===== src/rtl/dma_bus_arbiter.sv =====
// Shares the CPU bus between the 6502 core, sprite OAM DMA and DMC sample fetch.
// Define DMA_STATS_EN to build the saturating stolen-cycle counter.
module dma_bus_arbiter #(
    parameter logic [15:0] OAM_PORT = 16'h4014,
    parameter logic [15:0] OAM_DATA = 16'h2004,
    parameter int unsigned STAT_W   = 16
) (
    input  logic              clk_i,
    input  logic              reset_i,
    input  logic              ce_i,
    input  logic [15:0]       cpu_aout_i,
    input  logic [7:0]        cpu_dout_i,
    input  logic              cpu_mr_i,
    input  logic              cpu_mw_i,
    output logic              cpu_ce_o,
    input  logic [7:0]        din_i,
    output logic [15:0]       aout_o,
    output logic [7:0]        dout_o,
    output logic              mr_o,
    output logic              mw_o,
    input  logic              dmc_req_i,
    input  logic [15:0]       dmc_addr_i,
    output logic              dmc_ack_o,
    output logic [7:0]        dmc_data_o,
    output logic              dma_active_o,
    output logic [STAT_W-1:0] stall_cycles_o
);

    typedef enum logic [2:0] {
        StIdle,
        StHalt,
        StAlign,
        StGet,
        StPut,
        StDmcPad
    } state_e;

    state_e      state_q, state_d, cur_state;
    logic        put_cycle_q;
    logic        oam_pending_q, oam_pending_d;
    logic [7:0]  page_q, page_d;
    logic [7:0]  idx_q, idx_d;
    logic [7:0]  latch_q, latch_d;
    logic        dmc_ack_q, dmc_ack_d;
    logic [7:0]  dmc_data_q, dmc_data_d;
    logic        halt_now;
    logic        trigger;
    logic        stall;

    // HALT is exactly the CPU read cycle that requests it, so it is decoded from IDLE
    // rather than registered; the read is discarded and repeated later.
    assign halt_now  = (state_q == StIdle) && (oam_pending_q || dmc_req_i) && cpu_mr_i;
    assign cur_state = halt_now ? StHalt : state_q;
    assign stall     = (cur_state != StIdle);
    assign trigger   = (state_q == StIdle) && cpu_mw_i && (cpu_aout_i == OAM_PORT);

    assign cpu_ce_o     = ce_i & ~stall;
    assign dma_active_o = stall;
    assign dmc_ack_o    = dmc_ack_q;
    assign dmc_data_o   = dmc_data_q;

    always_comb begin
        state_d       = state_q;
        oam_pending_d = oam_pending_q;
        page_d        = page_q;
        idx_d         = idx_q;
        latch_d       = latch_q;
        dmc_ack_d     = 1'b0;
        dmc_data_d    = dmc_data_q;
        aout_o        = cpu_aout_i;
        dout_o        = cpu_dout_i;
        mr_o          = cpu_mr_i;
        mw_o          = cpu_mw_i;

        if (trigger) begin
            page_d        = cpu_dout_i;
            oam_pending_d = 1'b1;
        end

        case (cur_state)
            StIdle: begin
            end
            StHalt: begin
                state_d = put_cycle_q ? StGet : StAlign;
            end
            StAlign: begin
                mr_o    = 1'b0;
                mw_o    = 1'b0;
                state_d = StGet;
            end
            StGet: begin
                mr_o = 1'b1;
                mw_o = 1'b0;
                if (dmc_req_i) begin
                    aout_o     = dmc_addr_i;
                    dmc_data_d = din_i;
                    dmc_ack_d  = 1'b1;
                    state_d    = oam_pending_q ? StDmcPad : StIdle;
                end else if (oam_pending_q) begin
                    aout_o  = {page_q, idx_q};
                    latch_d = din_i;
                    state_d = StPut;
                end else begin
                    state_d = StIdle;
                end
            end
            StPut: begin
                aout_o = OAM_DATA;
                dout_o = latch_q;
                mr_o   = 1'b0;
                mw_o   = 1'b1;
                idx_d  = idx_q + 8'd1;
                if (idx_q == 8'hFF) begin
                    oam_pending_d = 1'b0;
                    state_d       = StIdle;
                end else begin
                    state_d = StGet;
                end
            end
            StDmcPad: begin
                mr_o    = 1'b0;
                mw_o    = 1'b0;
                state_d = StGet;
            end
            default: begin
                state_d = StIdle;
            end
        endcase
    end

    always_ff @(posedge clk_i or posedge reset_i) begin
        if (reset_i) begin
            state_q       <= StIdle;
            put_cycle_q   <= 1'b0;
            oam_pending_q <= 1'b0;
            page_q        <= 8'h00;
            idx_q         <= 8'h00;
            latch_q       <= 8'h00;
            dmc_ack_q     <= 1'b0;
            dmc_data_q    <= 8'h00;
        end else if (ce_i) begin
            state_q       <= state_d;
            put_cycle_q   <= ~put_cycle_q;
            oam_pending_q <= oam_pending_d;
            page_q        <= page_d;
            idx_q         <= idx_d;
            latch_q       <= latch_d;
            dmc_ack_q     <= dmc_ack_d;
            dmc_data_q    <= dmc_data_d;
        end
    end

`ifdef DMA_STATS_EN
    logic [STAT_W-1:0] stall_cnt_q;

    always_ff @(posedge clk_i or posedge reset_i) begin
        if (reset_i) begin
            stall_cnt_q <= '0;
        end else if (ce_i && stall && !(&stall_cnt_q)) begin
            stall_cnt_q <= stall_cnt_q + {{(STAT_W-1){1'b0}}, 1'b1};
        end
    end

    assign stall_cycles_o = stall_cnt_q;
`else
    assign stall_cycles_o = '0;
`endif

endmodule


===== config.mk =====
export PLATFORM = sky130hd
export DESIGN_NAME = dma_bus_arbiter
export DESIGN_NICKNAME = d
export VERILOG_FILES = /design/src/rtl/dma_bus_arbiter.sv
export SDC_FILE = /design/constraint.sdc
export NUM_CORES = 1
export LEC_CHECK = 0
export ABC_AREA = 0
export CAP_MARGIN = 20
export CELL_PAD_IN_SITES_DETAIL_PLACEMENT = 0
export CELL_PAD_IN_SITES_GLOBAL_PLACEMENT = 2
export CORE_ASPECT_RATIO = 0.6
export CORE_MARGIN = 5
export CORE_UTILIZATION = 25
export CTS_CLUSTER_DIAMETER = 60
export DETAILED_ROUTE_END_ITERATION = 16
export GPL_ROUTABILITY_DRIVEN = 0
export PLACE_DENSITY = 0.93
export SETUP_SLACK_MARGIN = 0.5
export SLEW_MARGIN = 20
export SYNTH_ARGS = -nofsm -noshare
export SYNTH_HDL_FRONTEND = slang
export SYNTH_SLANG_ARGS = --single-unit

===== constraint.sdc =====
create_clock -name clk_i -period 4.35 [get_ports clk_i]
set_input_delay 0.87 -clock clk_i [delete_from_list [all_inputs] [get_ports clk_i]]
set_output_delay 0.87 -clock clk_i [all_outputs]
set_load 0.005 [all_outputs]

* Yosys cells after proc, flatten, opt, wreduce, memory -nomap -nowiden
Index checks and enable logic that the tools add are counted.
** Cells by class
- $add $sub $neg :: 1
- Eq/ne operators :: 7
- Multiplexer cells :: 18
- Bitwise logic cells :: 5
- Reductions and logical operators :: 16
** Operator list (count)
- 2-to-1 mux 16 bit :: 2
- one-hot mux 16 bit (2 select lines) :: 1
- == test 16 x 15 -> 1 bit (second input constant) :: 1
- one-hot mux 3 bit (5 select lines) :: 1
- 2-to-1 mux 3 bit :: 4
- adder 8 x 1 -> 8 bit (second input constant) :: 1
- == test 8 bit (second input constant) :: 1
- 2-to-1 mux 8 bit :: 1
- == test 3 x 2 -> 1 bit (second input constant) :: 2
- == test 3 bit (second input constant) :: 2
- zero test 3 bit :: 2
- 2-to-1 mux 1 bit :: 6
- AND reduction 2 bit :: 3
- OR reduction 3 bit :: 2
- logical AND 1 bit :: 4
- NOT 1 bit :: 4
- one-hot mux 1 bit (2 select lines) :: 2
- AND reduction 4 bit :: 1
- == test 3 x 1 -> 1 bit (second input constant) :: 1
- AND reduction 3 bit :: 1
- nonzero test 3 bit :: 1
- 2-to-1 mux 2 bit :: 1
- OR reduction 2 bit :: 1
- AND 1 bit :: 1
- logical OR 1 bit :: 1
** Word-level totals
- Flip-flop bits (word level) :: 38
- Bits of input ports :: 54
- Output and inout bits :: 53
- Word-level logic and storage cells :: 55

* Depth between registers and ports, before layout
Gate-level depths: netlist (run 1).
- Word-level depth :: 7
- Mapped depth :: 8
- Mapped depth without buffers :: 4

* Least setup slack after synthesis (run 1)
Ideal clock, no wire load.
- Kind :: input port to output port
- From :: input port dmc_req_i
- To :: output port aout_o[0]
- Arrival :: 1898 ps
- Required time :: 3480 ps
- Setup slack :: 1582 ps
- Cell stages on the path :: 6
- Buffers on the path :: 3
- Cell sequence :: clkbuf_1 o21ai_0 and2_1 clkbuf_1 buf_2 o2bb2ai_1
** On the way
- Longest elaborated chain between the ends :: 6
- Elaborated cells between the ends (all ways) :: 8
- Classes of those cells :: eq/ne: 2; mux: 3; reduce/logical: 3
** Ends and longest elaborated chain
- start: declaration :: RTL line 21 : input logic dmc_req_i,
- logical OR 1 bit :: RTL line 52 : assign halt_now = (state_q == StIdle) && (oam_pending_q || dmc_req_i) && cpu_mr_i;
- logical AND 1 bit (2 in a row) :: RTL line 52
- 2-to-1 mux 3 bit :: RTL line 53 : assign cur_state = halt_now ? StHalt : state_q;
- == test 3 bit or == test 3 x 2 -> 1 bit (tied branches) :: RTL line 80 : case (cur_state)
- one-hot mux 16 bit (2 select lines) * :: RTL line 80
- end: declaration :: RTL line 17 : output logic [15:0] aout_o,
Every way passes the cells marked *; elsewhere a longest branch is shown, timed or not.

* Final worst setup path (run 1)
- From :: input port dmc_req_i
- To :: output port aout_o[15]
Same word-level chain as after synthesis.

==> run_results.csv, run 1 <==
group,metric,value,unit
status,result_of_the_run,"complete, no violations",
pwr,p_leak,0.00146,uW
layout,final_nets,378,
timing,clock.fmax,0.267,GHz
synth,mappedNetlistArea,2310,sq um
setup_path,r2r.worst_path.cells,4,
clock_tree,clock_tree_from_tritoncts,"done",
global_routing,grt_start_max_net_pins,39,
setup_path,worst-endpoint-required,3480,ps
setup_path,crit_path_end_kind,"output port",
synth,number_of_enable_flip_flop_cells_after_synthesis,0,
die,initial_utilization,25.4,%
layout,num_antenna_cells,0,
setup_path,critical_path.max_stage_delay,500,ps
timing,slew-limit-headroom,49.4,%
pwr,p_per_area,384,nW/um^2
layout,layout_cells_sized_above_1,14.5,%
die,core.rowCount,27,
clock_tree,clk_pin_slew,60,ps
setup_path,crit_arrival,2870,ps
routing,vias,2036,
setup_path,cp_cell_sequence,"clkdlybuf4s50_1, o21ai_0, and2_2, buf_4, a22o_1, clkdlybuf4s50_1",
global_routing,grt_use_total,13.3,%
synth,yosysUniqueCellTypes,42,
setup_path,startpoint_type,"primary input",
layout,number_of_filler_instances_in_the_final_layout,887,
clock_tree,htree_num_levels,2,
setup_path,worst_path_max_delay_cell,"sky130_fd_sc_hd__clkdlybuf4s50_1",
timing,final.hold.worst_slack,462,ps
global_routing,grt_pass1_vias,2179,
routing,post_drt_via_cell_ratio,4.63,
clock_tree,hold_buffers,0,
layout,stdcell_area,3450,sq um
synth,instance_count_of_the_mapped_netlist,235,
synth,synth-seq-cells,38,
timing,final-setup-viol-count,0,
die,chipHeight,84.5,um
routing,firstDrtPassIters,4,
timing,timing.final.max_slew_violations,0,
setup_path,critPathMaxFanout,11,
placement,portBuffers,90,
routing,detail_route.wl_per_cell,17.5,um
global_routing,overflow,0,
layout,layout-area-overhead-vs-synth,49.4,%
routing,drc,0,
min_path,min_to,"put_cycle_q",
clock_tree,cts.sink_count,38,
clock_tree,numCtsBuffers,5,
timing,worst_slew_pin_slew,748,ps
setup_path,timing.critical_path.mode_cell,"sky130_fd_sc_hd__clkdlybuf4s50_1",
setup_path,worst_r2r_endpoint,"page_q[6]",
min_path,hold-path-cell-count,1,
synth,yosysSeqAreaShare,41.1,%
timing,final_critical_path_share_of_the_clock_period,86.1,%
die,floorplan.core_area,9090,sq um
timing,fin_skew,6.54,ps
flow_run,max_cap_viol_count,0,
clock_tree,cts-root-buf,"sky130_fd_sc_hd__clkbuf_16",
die,fp.dieW,134,um
synth,synth_largest_area_cell,"sky130_fd_sc_hd__dfrtp_1",
routing,detailedRoute.firstIterationViolations,66,
synth,dominantRegCellSynth,"sky130_fd_sc_hd__dfrtp_1",
timing,final-hold-violation-count,0,
routing,routed_wirelength,7.71,mm
synth,synth_top_area_share,41.1,%
routing,ant_nets,0,
clock_tree,cts-root-to-sink-buffers,2,
timing,grt_setup_unrepaired,"false",
min_path,min-delay-start,"put_cycle_q",
clock_tree,clkLatencyLatePin,280,ps
die,overall_die_area,11300,sq um
min_path,hold_path.class,"register to register",
global_routing,grt_antenna_before_repair,0,
synth,synth_warnings,0,
setup_path,r2r_slack,1840,ps
synth,synth_top_cells_by_area,"sky130_fd_sc_hd__dfrtp_1 (41%), sky130_fd_sc_hd__mux2_2 (8.8%), sky130_fd_sc_hd__nand2_1 (6.7%)",
global_routing,grt_first_pass_wirelength,11.7,mm
setup_path,path_class,"primary input to output port",
timing,final_sum_of_negative_setup_slack,0,ps
timing,layout_min_cycle_time,3740,ps
setup_path,r2r_start,"state_q[1]",
die,floorplan.io_pins,107,
pwr,power.ir.vdd_worst,217,uV
synth,synthesis.area_per_instance,9.84,sq um
synth,post_synthesis_async_set_or_reset_flop_share,100,%
placement,postPlaceCellArea,3280,sq um
placement,detailed_place_hpwl,5.98,mm
## worst max-delay path, delay by kind of cell
family	cells	cell delay, ps
AO/OA/AOI/OAI	2	490
buffers and inverters	3	1130
AND/OR/NAND/NOR	1	380
## cells by family (layout without fill, tap and decap cells)
kind of cell,count (synthesis),in the layout,share of synthesized area [%]
flops,38,38,41.1
xor+xnor,9,9,3.41
compound gates,51,51,15.9
mux,26,26,14.0
other cells,1,16,0.162
simple gates,73,73,15.6
fa+ha+maj,1,1,0.541
buf+inv,36,110,9.31
## synth_stat cells (all sizes together) (2+ instances only)
cell type,count
clkbuf,10
xor2,2
o21ai,12
and4,3
nor2,5
o2bb2ai,10
inv,4
nand3,8
nor3b,2
nor4,2
xnor2,7
buf,22
a221o,2
a21oi,4
nand4,3
o21bai,2
dfrtp,38
nand2,41
a22o,5
a22oi,10
mux2,26
## layer usage
layer | up-vias | part of all wire, % | global-route usage, %
met3 | 6 | 9.9 | 4.73
li1 | 979 | - | -
met4 | 0 | 0.66 | 2.59
met5 | - | 0 | 0
met2 | 89 | 42 | 19.0
met1 | 962 | 48 | 19.4
## cell type report
class	instances	area, sq um	area share (%)
clock buffer	5	125	3.62
clock inverter	3	45.0	1.30
inverter	4	15.0	0.435
multi-input combinational	176	1210	35.1
sequential	38	951	27.5
tap	116	145	4.20
timing repair buffer	98	961	27.8
## power by group
group	switching (uW)	internal, uW	total (uW)
clock	149	270	419
sequential	58.0	406	464
combinational	166	278	444
total	373	954	1330
## cells in the final DEF, fill, tap and decap left out, types with 10 or more instances in the layout
| cell type | Yosys | layout |
|---|---|---|
| sky130_fd_sc_hd__a22oi_1 | 10 | 10 |
| sky130_fd_sc_hd__o21ai_0 | 12 | 12 |
| sky130_fd_sc_hd__dfrtp_1 | 38 | 38 |
| sky130_fd_sc_hd__conb_1 | 1 | 16 |
| sky130_fd_sc_hd__nand2_1 | 41 | 41 |
| sky130_fd_sc_hd__o2bb2ai_1 | 10 | 10 |
| sky130_fd_sc_hd__mux2_2 | 18 | 18 |
| sky130_fd_sc_hd__clkdlybuf4s50_1 | 0 | 90 |
## stage by stage
stage	worst slack (ps)	total power (uW)	std cells	util [%]
2_1_floorplan	1580	658	250	-
3_3_place_gp	537	910	432	36.1
3_5_place_dp	502	916	432	36.1
4_1_cts	626	1350	440	38.0
5_1_grt	535	1400	440	38.0
6_report	606	1330	440	38.0
## worst max-delay path by stage
stage / startpoint / to
after floorplan: dmc_req_i / aout_o[0]
after global placement: dmc_req_i / aout_o[11]
after detailed placement: dmc_req_i / aout_o[15]
after CTS: dmc_req_i / aout_o[11]
after global routing: dmc_req_i / aout_o[15]
final: dmc_req_i / aout_o[15]
## state kept, by name, summed over array words and instances, names as in the netlist
name / flops
dmc_ack_o: 1
dmc_data_o: 8
idx_q: 8
latch_q: 8
oam_pending_q: 1
page_q: 8
put_cycle_q: 1
state_q: 3
## timing repair
item | CTS | global route
buffers inserted | 0 | 0
setup endpoints to repair | 2 | 0
gates resized for setup | 2 | 0
No activity file was read; power rests on OpenSTA's default activity.
==> run 2, diff against run 1 <==
--- a/config.mk
+++ b/config.mk
@@ -11,11 +11,13 @@
 export CELL_PAD_IN_SITES_GLOBAL_PLACEMENT = 2
 export CORE_ASPECT_RATIO = 0.6
 export CORE_MARGIN = 5
-export CORE_UTILIZATION = 25
+export CORE_UTILIZATION = 26
 export CTS_CLUSTER_DIAMETER = 60
 export DETAILED_ROUTE_END_ITERATION = 16
 export GPL_ROUTABILITY_DRIVEN = 0
-export PLACE_DENSITY = 0.93
+export GPL_TIMING_DRIVEN = 1
+export MAX_ROUTING_LAYER = met4
+export PLACE_DENSITY = 0.95
 export SETUP_SLACK_MARGIN = 0.5
 export SLEW_MARGIN = 20
 export SYNTH_ARGS = -nofsm -noshare
==> run 2 against run 1 <==
Setup slack better by 14 ps; sequential share of layout area increased by 0.11 points; clock skew fell by 3.2 ps; count of clock-buffer cells in the layout is the same; critical path type unchanged; largest cell class unchanged.
==> run_results.csv, run 2 (synthesis gave the netlist of run 1 again) <==
group,metric,value,unit
die,chipHeight,83.0,um
clock_tree,cts-root-buf,"sky130_fd_sc_hd__clkbuf_16",
placement,portBuffers,90,
pwr,power.sequential.fraction,34.9,%
layout,final_common_cell,"sky130_fd_sc_hd__clkdlybuf4s50_1",
routing,ant_nets,0,
timing,postLayoutSetupSlackWorst,620,ps
setup_path,r2r_start,"state_q[1]",
setup_path,cp_cell_sequence,"clkdlybuf4s50_1, buf_4, nor2b_1, buf_4, a22o_1, a221o_1, clkdlybuf4s50_1",
setup_path,r2r.worst_path.cells,4,
layout,final_nets,376,
min_path,hold_path.class,"register to register",
pwr,share_comb_of_total_power,33.6,%
die,overall_die_area,10900,sq um
clock_tree,clock_tree_from_tritoncts,"done",
global_routing,met2_use_gr,21.1,%
global_routing,overflow,0,
timing,fin_skew,3.33,ps
timing,clock.fmax,0.268,GHz
status,result_of_the_run,"complete, no violations",
timing,final_critical_path_share_of_the_clock_period,85.7,%
pwr,p_per_area,386,nW/um^2
setup_path,critical_path.max_stage_delay,480,ps
setup_path,worst_r2r_endpoint,"page_q[5]",
min_path,min_to,"put_cycle_q",
pwr,p_sw_share,28.4,%
clock_tree,hold_buffers,0,
global_routing,grt_first_pass_wirelength,12.4,mm
clock_tree,cts_setup_buffers,0,
routing,detailedRoute.firstIterationViolations,78,
layout,layout-area-overhead-vs-synth,48.8,%
timing,layout_min_cycle_time,3730,ps
setup_path,startpoint_type,"primary input",
clock_tree,clkLatencyLatePin,280,ps
die,core.rowCount,26,
setup_path,crit_path_end_kind,"output port",
placement,preCtsSetupSlack,493,ps
timing,grt_setup_unrepaired,"false",
clock_tree,numCtsBuffers,5,
timing,timing.final.max_slew_violations,0,
clock_tree,cts-root-to-sink-buffers,2,
timing,final-hold-violation-count,0,
min_path,hold-path-cell-count,1,
layout,layout_cells_sized_above_1,14.0,%
pwr,share_clk_of_total_power,31.6,%
routing,drc,0,
clock_tree,htree_num_levels,2,
die,fp.dieW,132,um
min_path,min-delay-start,"put_cycle_q",
routing,post_drt_via_cell_ratio,4.69,
flow_run,max_cap_viol_count,0,
die,floorplan.io_pins,107,
layout,num_antenna_cells,0,
global_routing,grt_pass1_vias,2225,
clock_tree,cts.sink_count,38,
pwr,p_switching,377,uW
global_routing,grt_antenna_before_repair,0,
setup_path,r2r_slack,1870,ps
timing,slew-limit-headroom,37.6,%
setup_path,worst_path_max_delay_cell,"sky130_fd_sc_hd__clkdlybuf4s50_1",
setup_path,path_class,"primary input to output port",
die,initial_utilization,26.9,%
routing,detail_route.wl_per_cell,18.2,um
routing,firstDrtPassIters,4,
placement,detailed_place_hpwl,6.22,mm
pwr,power.ir.vdd_worst,146,uV
global_routing,met1_layer_usage_reported_by_global_route,20.9,%
timing,final-setup-viol-count,0,
setup_path,worst-endpoint-required,3480,ps
setup_path,crit_arrival,2860,ps
timing,worst_slew_pin_slew,932,ps
timing,final_sum_of_negative_setup_slack,0,ps
pwr,p_leak,0.00145,uW
global_routing,grt_start_max_net_pins,26,
layout,final_cell_mix,"sky130_fd_sc_hd__clkdlybuf4s50_1 (90), sky130_fd_sc_hd__nand2_1 (41), sky130_fd_sc_hd__dfrtp_1 (38), sky130_fd_sc_hd__mux2_2 (18), sky130_fd_sc_hd__conb_1 (16)",
routing,routed_wirelength,7.91,mm
setup_path,critPathMaxFanout,25,
die,floorplan.core_area,8590,sq um
clock_tree,clk_pin_slew,60,ps
global_routing,grt_use_total,14.5,%
global_routing,met3_global_route_usage,3.74,%
global_routing,grt-busiest-layer,"met2",
pwr,internal-power,950,uW
routing,vias,2035,
layout,number_of_filler_instances_in_the_final_layout,871,
==> run 2: changes by cell type in the layout (fill, tap and decap cells not counted) <==
cell,previous run,this run
sky130_fd_sc_hd__buf_4,8,5
sky130_fd_sc_hd__buf_8,0,1
sky130_fd_sc_hd__and3b_1,1,0
sky130_fd_sc_hd__nor2b_1,0,1
sky130_fd_sc_hd__nor2b_2,1,0
sky130_fd_sc_hd__and3b_2,0,1
==> run 2: layout make-up <==
type	instances	area [sq um]	area share, %
multi-input combinational	176	1210	35.2
timing repair buffer	96	953	27.7
sequential	38	951	27.6
tap	112	140	4.07
clock buffer	5	125	3.64
clock inverter	3	45.0	1.31
inverter	4	15.0	0.437
==> run 2: timing repair <==
| item | 4_1_cts | 5_1_grt |
|---|---|---|
| setup endpoints to repair | 2 | 1 |
| resized for setup | 1 | 1 |
| hold endpoints to repair | 0 | 0 |
==> run 2: metrics by stage <==
stage	hold slack, ps	instance area, sq um	utilization, %	power, uW	instances
global route	478	3440	40.0	1390	434
CTS	473	3440	40.0	1340	434
global placement	448	3250	37.9	902	425
finish	468	3440	40.0	1330	434
detailed placement	465	3270	38.0	916	426
floorplan	430	2370	-	658	250
==> run 2: worst max-delay path by stage <==
stage          startpoint         end  slack [ps]
6_report        dmc_req_i   aout_o[2]         620
5_1_grt         dmc_req_i   aout_o[2]         530
4_1_cts         dmc_req_i   aout_o[2]         610
3_5_place_dp    dmc_req_i  aout_o[15]         490
3_3_place_gp    dmc_req_i  aout_o[15]         560
2_1_floorplan   dmc_req_i   aout_o[0]        1580
==> run 2: metal layers <==
metal / part of all wire, % / vias to the layer above
li1: - / 980
met1: 48 / 957
met2: 43 / 91
met3: 8.1 / 7
met4: 0.35 / 0
met5: 0 / -
==> run 2: power groups by stage <==
| stage | Sequential [uW] | Combinational, uW | Clock (uW) |
|---|---|---|---|
| floorplan | 440 | 218 | 0 |
| global placement | 464 | 438 | 0 |
| detailed placement | 469 | 447 | 0 |
| CTS | 462 | 451 | 429 |
| global route | 472 | 481 | 440 |
| finish | 462 | 445 | 419 |
==> run 2: worst max-delay path: cells and delay by family <==
family          cells  cell delay [ps]
simple gates        1               80
compound gates      2              480
buf+inv             4             1410
==> run 3, diff against run 2 <==
--- a/config.mk
+++ b/config.mk
@@ -6,7 +6,7 @@
 export NUM_CORES = 1
 export LEC_CHECK = 0
 export ABC_AREA = 0
-export CAP_MARGIN = 20
+export CAP_MARGIN = 0
 export CELL_PAD_IN_SITES_DETAIL_PLACEMENT = 0
 export CELL_PAD_IN_SITES_GLOBAL_PLACEMENT = 2
 export CORE_ASPECT_RATIO = 0.6
==> run 3 against run 2 <==
Sequential cell count unchanged; sequential power about the same; global-route usage about the same; first-iteration DRC count up 69%; routed wire length up 0.39%; final area down 0.47%; setup slack worse by 7.0 ps; critical endpoint unchanged.
==> run_results.csv, run 3 (synthesis gave the netlist of run 1 again) <==
group,metric,value,unit
clock_tree,htree_num_levels,2,
pwr,p_leak,0.00144,uW
pwr,internal-power,948,uW
clock_tree,numCtsBuffers,5,
layout,multiInputGateArea,1210,sq um
layout,stdcell_area,3420,sq um
clock_tree,hold_buffers,0,
timing,final_critical_path_share_of_the_clock_period,85.9,%
routing,firstDrtPassIters,4,
layout,layout-area-overhead-vs-synth,48.1,%
placement,postPlaceCellArea,3250,sq um
timing,final_sum_of_negative_setup_slack,0,ps
setup_path,worst_r2r_endpoint,"page_q[4]",
setup_path,critPathMaxFanout,25,
layout,num_antenna_cells,0,
timing,slew-limit-headroom,35.2,%
min_path,hold_path.class,"register to register",
timing,postLayoutSetupSlackWorst,613,ps
layout,layout_cells_sized_above_1,13.7,%
clock_tree,clock_tree_from_tritoncts,"done",
pwr,p_switching,375,uW
global_routing,grt_antenna_before_repair,0,
min_path,min-delay-start,"put_cycle_q",
die,fp.dieW,132,um
clock_tree,clkLatencyLatePin,280,ps
clock_tree,cts.sink_count,38,
pwr,total_power,1320,uW
setup_path,startpoint_type,"primary input",
timing,timing.final.max_slew_violations,0,
routing,drc,0,
layout,ff_latch_area,951,sq um
setup_path,r2r.worst_path.cells,4,
setup_path,path_class,"primary input to output port",
pwr,p_sw_share,28.3,%
global_routing,grt_start_max_net_pins,28,
clock_tree,cts-root-to-sink-buffers,2,
timing,fin_skew,6.64,ps
status,result_of_the_run,"complete, no violations",
placement,detailed_place_hpwl,6.17,mm
pwr,p_per_area,386,nW/um^2
setup_path,r2r_slack,1820,ps
clock_tree,cts-root-buf,"sky130_fd_sc_hd__clkbuf_16",
global_routing,grt_pass1_vias,2172,
pwr,power.ir.vdd_worst,179,uV
setup_path,cp-startpoint,"dmc_req_i",
placement,portBuffers,90,
pwr,power.sequential.fraction,35.0,%
die,floorplan.core_area,8590,sq um
placement,preCtsSetupSlack,521,ps
flow_run,max_cap_viol_count,0,
die,core.rowCount,26,
setup_path,crit_path_end_kind,"output port",
die,chipHeight,83.0,um
routing,detailedRoute.firstIterationViolations,132,
die,floorplan.io_pins,107,
timing,final-setup-viol-count,0,
pwr,share_comb_of_total_power,33.4,%
die,initial_utilization,26.9,%
timing,final-hold-violation-count,0,
setup_path,r2r_start,"state_q[1]",
layout,number_of_filler_instances_in_the_final_layout,869,
timing,clock.fmax,0.268,GHz
global_routing,overflow,0,
clock_tree,clk_pin_slew,60,ps
setup_path,worst-endpoint-required,3480,ps
pwr,share_clk_of_total_power,31.6,%
min_path,hold-path-cell-count,1,
layout,final_nets,375,
routing,routed_wirelength,7.94,mm
routing,ant_nets,0,
layout,final_cell_mix,"sky130_fd_sc_hd__clkdlybuf4s50_1 (90), sky130_fd_sc_hd__nand2_1 (41), sky130_fd_sc_hd__dfrtp_1 (38), sky130_fd_sc_hd__mux2_2 (18), sky130_fd_sc_hd__conb_1 (16)",
timing,worst_slew_pin_slew,967,ps
global_routing,grt_first_pass_wirelength,12.3,mm
timing,final.hold.worst_slack,468,ps
routing,detail_route.wl_per_cell,18.3,um
setup_path,crit_arrival,2870,ps
layout,final_common_cell,"sky130_fd_sc_hd__clkdlybuf4s50_1",
timing,layout_min_cycle_time,3740,ps
die,overall_die_area,10900,sq um
routing,vias,2051,
global_routing,grt_use_total,14.5,%
timing,grt_setup_unrepaired,"false",
routing,post_drt_via_cell_ratio,4.74,
min_path,min_to,"put_cycle_q",
[run 3: what timing repair did]
| action | 4_1_cts | 5_1_grt |
|---|---|---|
| buffers inserted | 0 | 0 |
| gates resized for setup | 0 | 1 |
| setup endpoints to repair | 0 | 14 |
[run 3: critical path: stages]
cell and delay, ps:
sky130_fd_sc_hd__clkdlybuf4s50_1 490, sky130_fd_sc_hd__buf_4 290, sky130_fd_sc_hd__nor2b_1 80, sky130_fd_sc_hd__buf_4 190
sky130_fd_sc_hd__a22o_1 190, sky130_fd_sc_hd__a221o_1 300, sky130_fd_sc_hd__clkdlybuf4s50_1 450
[run 3: layout make-up]
| class | count | area share [%] |
|---|---|---|
| Clock buffer | 5 | 3.65 |
| Clock inverter | 3 | 1.32 |
| Inverter | 4 | 0.439 |
| Multi-Input combinational cell | 176 | 35.3 |
| Sequential cell | 38 | 27.8 |
| Tap cell | 112 | 4.09 |
| Timing Repair Buffer | 95 | 27.4 |
[run 3: per-layer routing]
| metal | global-route usage [%] | wire [um] |
|---|---|---|
| met2 | 21.0 | 3460 |
| met3 | 3.44 | 408 |
| met5 | - | 0 |
| met1 | 21.0 | 4040 |
| met4 | 1.96 | 28 |
[run 3: how the worst max path moves through the flow]
stage                     slack [ps]         end  cells after the start
after floorplan                 1580   aout_o[0]                      6
after global placement           560  aout_o[15]                      5
after detailed placement         520  aout_o[15]                      5
after CTS                        510  aout_o[15]                      5
after global routing             500   aout_o[2]                      7
final                            610   aout_o[2]                      7
[run 3: power by group through the flow]
stage          combinational (uW)  clock (uW)  sequential (uW)
2_1_floorplan                 218           0              440
3_3_place_gp                  438           0              464
3_5_place_dp                  445           0              468
4_1_cts                       448         429              462
5_1_grt                       479         441              472
6_report                      442         418              463
[run 3: through the flow]
stage	std cells	util (%)
floorplan	250	-
global placement	425	37.9
detailed placement	425	37.9
CTS	433	39.8
global route	433	39.9
finish	433	39.9
